===== src/rtl/pe_acc_if.sv =====
// Bus bundle between the multiplier-side controller and one PE accumulator.
interface pe_acc_if #(
  parameter int unsigned MUL_W = 32,
  parameter int unsigned ACC_W = 40
);
  logic             i_en_ff;
  logic [MUL_W-1:0] i_prod;
  logic             i_valid;
  logic             i_start;
  logic             i_swap;
  logic             i_shift_en;
  logic [ACC_W-1:0] i_cshift;
  logic [ACC_W-1:0] o_cshift;
  logic [ACC_W-1:0] o_acc;
  logic             o_ovf;

  modport master (
    output i_en_ff, i_prod, i_valid, i_start, i_swap, i_shift_en, i_cshift,
    input  o_cshift, o_acc, o_ovf
  );

  modport slave (
    input  i_en_ff, i_prod, i_valid, i_start, i_swap, i_shift_en, i_cshift,
    output o_cshift, o_acc, o_ovf
  );
endinterface


===== src/rtl/pe_accumulator.sv =====
// Per-PE accumulation stage: sums multiplier products with optional saturation
// and parks finished sums in a shadow register on the column shift chain.
module pe_accumulator #(
  parameter int unsigned STAGES = 0,
  parameter int unsigned SIGNED = 0,
  parameter int unsigned MUL_W  = 32,
  parameter int unsigned ACC_W  = 40,
  parameter int unsigned SAT    = 0
) (
  input logic   i_clk,
  input logic   i_rstn,
  pe_acc_if.slave bus
);

  localparam logic [ACC_W-1:0] S_MAX = {1'b0, {(ACC_W-1){1'b1}}};
  localparam logic [ACC_W-1:0] S_MIN = {1'b1, {(ACC_W-1){1'b0}}};
  localparam logic [ACC_W-1:0] U_MAX = '1;

  logic             v_d;
  logic             s_d;
  logic [ACC_W-1:0] acc;
  logic [ACC_W-1:0] shadow;
  logic             ovf;
  logic [ACC_W-1:0] ext_c;
  logic [ACC_W:0]   sum_c;
  logic             ovf_c;
  logic [ACC_W-1:0] sat_c;
  logic [ACC_W-1:0] acc_nxt;
  logic             ovf_nxt;
  logic [ACC_W-1:0] shadow_nxt;

  // Control flags delayed to line up with the multiplier output
  generate
    if (STAGES == 0) begin : g_nodly
      assign v_d = bus.i_valid;
      assign s_d = bus.i_start;
    end else begin : g_dly
      logic [STAGES-1:0] v_pipe;
      logic [STAGES-1:0] s_pipe;

      always_ff @(posedge i_clk or negedge i_rstn) begin
        if (!i_rstn) begin
          v_pipe <= '0;
          s_pipe <= '0;
        end else if (bus.i_en_ff) begin
          v_pipe[0] <= bus.i_valid;
          s_pipe[0] <= bus.i_start;
          for (int unsigned i = 1; i < STAGES; i++) begin
            v_pipe[i] <= v_pipe[i-1];
            s_pipe[i] <= s_pipe[i-1];
          end
        end
      end

      assign v_d = v_pipe[STAGES-1];
      assign s_d = s_pipe[STAGES-1];
    end
  endgenerate

  assign ext_c = (SIGNED != 0) ? ACC_W'(signed'(bus.i_prod)) : ACC_W'(bus.i_prod);
  assign sum_c = {1'b0, acc} + {1'b0, ext_c};

  // Signed overflow: like-signed operands producing an opposite-signed sum
  assign ovf_c = (SIGNED != 0)
               ? ((acc[ACC_W-1] == ext_c[ACC_W-1]) && (sum_c[ACC_W-1] != acc[ACC_W-1]))
               : sum_c[ACC_W];

  // Clamp direction follows the sign shared by both operands
  assign sat_c = (SIGNED != 0) ? (acc[ACC_W-1] ? S_MIN : S_MAX) : U_MAX;

  always_comb begin
    acc_nxt    = acc;
    ovf_nxt    = ovf;
    shadow_nxt = shadow;
    if (s_d) begin
      acc_nxt = v_d ? ext_c : '0;
      ovf_nxt = 1'b0;
    end else if (v_d) begin
      acc_nxt = sum_c[ACC_W-1:0];
      if (ovf_c) begin
        ovf_nxt = 1'b1;
        if (SAT != 0) acc_nxt = sat_c;
      end
    end
    if (bus.i_swap) begin
      shadow_nxt = acc;
    end else if (bus.i_shift_en) begin
      shadow_nxt = bus.i_cshift;
    end
  end

  always_ff @(posedge i_clk or negedge i_rstn) begin
    if (!i_rstn) begin
      acc    <= '0;
      ovf    <= 1'b0;
      shadow <= '0;
    end else if (bus.i_en_ff) begin
      acc    <= acc_nxt;
      ovf    <= ovf_nxt;
      shadow <= shadow_nxt;
    end
  end

  assign bus.o_acc    = acc;
  assign bus.o_ovf    = ovf;
  assign bus.o_cshift = shadow;

endmodule


===== src/flat_wrapper.sv =====
// flat-port wrapper written by rule: the top's interface ports become plain ports
module pe_accumulator_flat 
#(
  parameter int unsigned STAGES = 0,
  parameter int unsigned SIGNED = 0,
  parameter int unsigned MUL_W  = 32,
  parameter int unsigned ACC_W  = 40,
  parameter int unsigned SAT    = 0
)
  (i_clk, i_rstn, bus_i_en_ff, bus_i_prod, bus_i_valid, bus_i_start, bus_i_swap, bus_i_shift_en, bus_i_cshift, bus_o_cshift, bus_o_acc, bus_o_ovf);
  pe_acc_if #(.MUL_W(MUL_W), .ACC_W(ACC_W)) bus_i ();
  input logic i_clk;
  input logic i_rstn;
  input wire logic [$bits(bus_i.i_en_ff)-1:0] bus_i_en_ff;
  input wire logic [$bits(bus_i.i_prod)-1:0] bus_i_prod;
  input wire logic [$bits(bus_i.i_valid)-1:0] bus_i_valid;
  input wire logic [$bits(bus_i.i_start)-1:0] bus_i_start;
  input wire logic [$bits(bus_i.i_swap)-1:0] bus_i_swap;
  input wire logic [$bits(bus_i.i_shift_en)-1:0] bus_i_shift_en;
  input wire logic [$bits(bus_i.i_cshift)-1:0] bus_i_cshift;
  output wire logic [$bits(bus_i.o_cshift)-1:0] bus_o_cshift;
  output wire logic [$bits(bus_i.o_acc)-1:0] bus_o_acc;
  output wire logic [$bits(bus_i.o_ovf)-1:0] bus_o_ovf;
  assign bus_i.i_en_ff = bus_i_en_ff;
  assign bus_i.i_prod = bus_i_prod;
  assign bus_i.i_valid = bus_i_valid;
  assign bus_i.i_start = bus_i_start;
  assign bus_i.i_swap = bus_i_swap;
  assign bus_i.i_shift_en = bus_i_shift_en;
  assign bus_i.i_cshift = bus_i_cshift;
  assign bus_o_cshift = bus_i.o_cshift;
  assign bus_o_acc = bus_i.o_acc;
  assign bus_o_ovf = bus_i.o_ovf;
  pe_accumulator #(.STAGES(STAGES), .SIGNED(SIGNED), .MUL_W(MUL_W), .ACC_W(ACC_W), .SAT(SAT)) u_core (.i_clk(i_clk), .i_rstn(i_rstn), .bus(bus_i));
endmodule

===== config.mk =====
export PLATFORM = sky130hd
export DESIGN_NAME = pe_accumulator_flat
export DESIGN_NICKNAME = d
export VERILOG_FILES = /design/src/rtl/pe_acc_if.sv /design/src/rtl/pe_accumulator.sv /design/src/flat_wrapper.sv
export SDC_FILE = /design/constraint.sdc
export NUM_CORES = 1
export LEC_CHECK = 0
export CORE_ASPECT_RATIO = 0.7
export CORE_UTILIZATION = 44
export DETAILED_ROUTE_END_ITERATION = 6
export PLACE_DENSITY_LB_ADDON = 0.15
export SYNTH_ARGS = -nofsm -noshare
export SYNTH_HDL_FRONTEND = slang
export SYNTH_SLANG_ARGS = --single-unit

===== constraint.sdc =====
create_clock -name i_clk -period 2.6 [get_ports i_clk]
set_input_delay 0.26 -clock i_clk [delete_from_list [all_inputs] [get_ports i_clk]]
set_output_delay 0.26 -clock i_clk [all_outputs]
set_load 0.01 [all_outputs]

; ---- Word level (Yosys, flattened, before mapping)
; Index checks and enable logic that the tools add are counted.
[classes]
n_reduce_logical = 6
mux = 8
add_sub_neg = 1
[ops]
columns = op, count
row1 = $mux W40, 4
row2 = $add A40 B32 Y41, 1
row3 = $mux W32, 1
row4 = $reduce_bool A2 Y1, 3
row5 = $reduce_and A2 Y1, 2
row6 = $mux W1, 3
row7 = $reduce_and A3 Y1, 1
[totals]
elab_cells = 18
inputBits = 79
ff_bits = 81

; ---- Logic depth before layout (Yosys ltp)
[logic_depth]
word_depth = 4
depth_mapped = 12

; ---- Least setup slack after synthesis
; Ideal clock, no wire load.
[synth_path]
path_kind = register -> register
start = reg u_core.acc[0], in the netlist u_core.bus.o_acc[0]
end = reg u_core.acc[38], in the netlist u_core.bus.o_acc[38]
setup_ns = 0.069
stages_incl_launch_ff = 13
slack_ns = -0.204
arrival_ns = 2.735
n_path_buf = 0
period_less_slack_ns = 2.804
cell_sequence = dfrtp_1 -> ha_1 -> inv_1 -> fa_1 -> nand2b_1 -> a21oi_2 -> o2111ai_1 -> a21oi_1 -> nand2b_1 -> a21oi_1 -> o211a_4 -> or4_1 -> nand3_1
[synth_via]
elab_chain_cells = 3
[synth_rtl]
columns = item, line
row1 = start: declaration, pe_accumulator.sv:21  ; logic [ACC_W-1:0] acc;
row2 = start signal: assignment, pe_accumulator.sv:98  ; acc <= acc_nxt;
row3 = $add A40 B32 Y41, pe_accumulator.sv:61  ; assign sum_c = {1'b0, acc} + {1'b0, ext_c};
row4 = $mux W40, pe_accumulator.sv:78  ; end else if (v_d) begin
row5 = $mux W40, pe_accumulator.sv:75  ; if (s_d) begin
; Every way passes these cells. The select of a mux whose other input is x is not followed.
; A chain may end at the register's enable or synchronous reset.

; ---- Worst setup path after layout
; Same ends and word-level chain as after synthesis.

==> flow_summary.json <==
{
  "outcome": "finished with violations",
  "failed_checks": "setup timing",
  "drv_slew": 0,
  "regArea_um2": 2030,
  "cp-start-kind": "flip-flop",
  "synth_flop_cell": "dfrtp_1",
  "worstRegToRegCells": 12,
  "port_buffers": 159,
  "htreeDepth": 3,
  "arrival_ns": 2.98,
  "dieArea_um2": 12800,
  "start_util": 0.458,
  "synth_top_area_frac": 0.372,
  "areaGrowthSynthToFinish_pct": 56.5,
  "cp_num_buf_inv": 1,
  "critPathSlowestCell": "or4_1",
  "critPathCaptureType": "flip-flop",
  "viasPerCell": 5.66,
  "crit_family": "simple AND/OR/NAND/NOR gates",
  "hold_viol_final": 0,
  "crit_type": "reg -> reg",
  "overflow": 0,
  "drive_gt1_frac": 0.195,
  "path_depth": 12,
  "syn_area_per_cell_um2": 8.65,
  "ir_worst_vdd_v": 0.000406,
  "gr-usage-all-layers": 0.299,
  "root_buffer": "clkbuf_16",
  "multi_input_area_um2": 3520,
  "cts_tree": "done",
  "grt_pass1_vias": 5756,
  "synth_warnings": 0,
  "min_period_ns": 2.69,
  "tightest_slew_ns": 0.733,
  "row_count": 33,
  "final_cell_mix": "155 x clkdlybuf4s50_1, 108 x buf_4, 100 x nand2_1",
  "synth_edf_count": 0,
  "hold_class": "in -> reg",
  "antenna_found_initial": 1,
  "place_congestion": 0.977,
  "utilization": 0.717,
  "path_cells": "ha_2 -> inv_2 -> fa_2 -> nand2b_4 -> a21oi_4 -> o2111ai_4 -> a21oi_2 -> nand2b_4 -> a21oi_4 -> o211a_4 -> or4_1 -> nand3_1",
  "hp-start": "bus_i_prod[1]",
  "cts.path.max_buffers": 2,
  "yosys-top-cells-area": "dfrtp_1 37%, o21ai_0 8.2%, mux2i_1 7.7%",
  "r2r-end": "u_core.bus.o_acc[38]",
  "fillCellCount": 889,
  "grt_max_degree": 61,
  "crit_required_ns": 2.89,
  "numCtsBuffers": 9,
  "fin_nets": 993,
  "setup_ws_ns": -0.0919,
  "numClockSinks": 81,
  "die-width_um": 135,
  "maxSlewHeadroom": 0.511,
  "syn_area_um2": 5450,
  "dr.pass1.iters": 5,
  "grt_pass1_wl_um": 29400,
  "synth.distinct_cells": 56,
  "r2r_setup_slack_ns": -0.09,
  "rsz0062_at_grt": "true",
  "final_antenna_net_count": 0,
  "synthArstFlopShare": 1.00,
  "ys_ff_latch": 81,
  "power_density_nw_per_um2": 737,
  "clock_latency_ns": 0.35,
  "wl_per_cell_um": 18.3,
  "dr_total_vias": 5910,
  "cp_max_fo": 5,
  "skew_ns": 0.00966,
  "regToRegStartpoint": "u_core.bus.o_acc[0]",
  "synth_cells": 630,
  "max_freq_ghz": 0.371,
  "cts.clk_slew.worst_paths_ns": 0.07,
  "cap_violations": 0,
  "syn-num-nets": 742,
  "holdPathStages": 3,
  "dp_hpwl_um": 14300,
  "slowest_delay_ns": 0.48,
  "wirelength_um": 19200,
  "io_pins": 160,
  "drt-initial-drc-count": 565,
  "ys_seq_area_frac": 0.372,
  "period_share": 1.04,
  "core_um2": 11900,
  "whs_endpoint": "u_core.bus.o_acc[1]",
  "power_leakage_nw": 3.83,
  "mostFrequentLayoutCell": "clkdlybuf4s50_1",
  "setup_viol": 5,
  "placed_area_um2": 7980,
  "drc": 0,
  "synth_top_cell_by_area": "dfrtp_1",
  "fp.dieH_um": 95.1,
  "final_area_um2": 8530
}
==> worst reg2reg max path, cell delays in order (launching register included) <==
cell	delay, ns
dfrtp_1	0.35
ha_2	0.19
inv_2	0.04
fa_2	0.33
nand2b_4	0.16
a21oi_4	0.15
o2111ai_4	0.15
a21oi_2	0.17
nand2b_4	0.15
a21oi_4	0.06
o211a_4	0.28
or4_1	0.48
nand3_1	0.11
==> worst max path at each step <==
stage                            to                 from
2_1_floorplan  u_core.bus.o_acc[36]  u_core.bus.o_acc[0]
3_3_place_gp   u_core.bus.o_acc[34]        bus_i_prod[0]
3_5_place_dp   u_core.bus.o_acc[38]        bus_i_prod[0]
4_1_cts        u_core.bus.o_acc[38]  u_core.bus.o_acc[0]
5_1_grt        u_core.bus.o_acc[38]  u_core.bus.o_acc[0]
6_report       u_core.bus.o_acc[38]  u_core.bus.o_acc[0]
==> cells in the mapped netlist, drive strengths merged (10+ instances only) <==
master  count
a21o       16
a21oi      59
a22oi      12
clkbuf     26
dfrtp      81
ha         32
mux2i      42
nand2     100
nand3      12
nor2       37
o211ai     10
o21ai      92
xnor2      14
xor2       15
==> where the power goes <==
part / internal (W) / total, W / switching [W]
logic: 0.00165 / 0.00323 / 0.00157
registers: 0.00149 / 0.00170 / 0.000205
clock network: 0.000762 / 0.00136 / 0.000600
==> through the flow <==
stage | setup slack [ns] | instances | hold slack (ns) | power [W] | TNS, ns
6_report | -0.0919 | 1044 | 0.380 | 0.00629 | -0.243
3_3_place_gp | -0.463 | 1020 | 0.286 | 0.00462 | -7.99
2_1_floorplan | -0.0334 | 630 | -0.0356 | 0.00316 | -0.105
5_1_grt | -0.175 | 1043 | 0.400 | 0.00663 | -1.75
3_5_place_dp | -0.527 | 1020 | 0.290 | 0.00470 | -9.06
4_1_cts | -0.137 | 1043 | 0.372 | 0.00615 | -0.372
==> cell families (layout without fill, tap and decap cells) <==
family / count (synthesis) / after routing / synth area share
AOI/OAI and AO/OA: 223 / 224 / 0.252
xor gates and xnor gates: 29 / 29 / 0.0466
other: 0 / 1 / 0
muxes: 42 / 42 / 0.0771
adders and majority gates: 33 / 33 / 0.0771
DFF: 81 / 81 / 0.372
buffers and inverters: 37 / 292 / 0.0269
and+or+nand+nor: 185 / 185 / 0.148
==> flip-flops by register name, indices dropped and copies added, names as in the netlist <==
| name | flops |
|---|---|
| u_core.bus.o_acc | 40 |
| u_core.bus.o_cshift | 40 |
| u_core.bus.o_ovf | 1 |
==> layout make-up <==
class / instances / share of cell area
diodes: 1 / 0.000293
clock buffers: 9 / 0.0264
clock inverters: 7 / 0.00968
inverters: 6 / 0.00264
multi-input cells: 513 / 0.413
flip-flops and latches: 81 / 0.238
well taps: 157 / 0.0230
repair buffers: 270 / 0.287
==> per-layer routing <==
metal / vias up / track usage / share of wire / wire, um
li1: 2800 / - / - / -
met1: 2824 / 0.428 / 0.47 / 9040
met2: 258 / 0.451 / 0.43 / 8230
met3: 28 / 0.0622 / 0.081 / 1550
met4: 0 / 0.0918 / 0.017 / 330
met5: - / 0 / 0 / 0
==> what timing repair did <==
action                     in CTS  in global routing
setup endpoints to repair      13                 24
pin swaps                      17                 15
resized for setup              12                 29
hold endpoints to repair       40                  0
cloned                          1                  0
hold buffers                    1                  0
setup buffers                   5                  1
(Power assumes the default switching activity.)
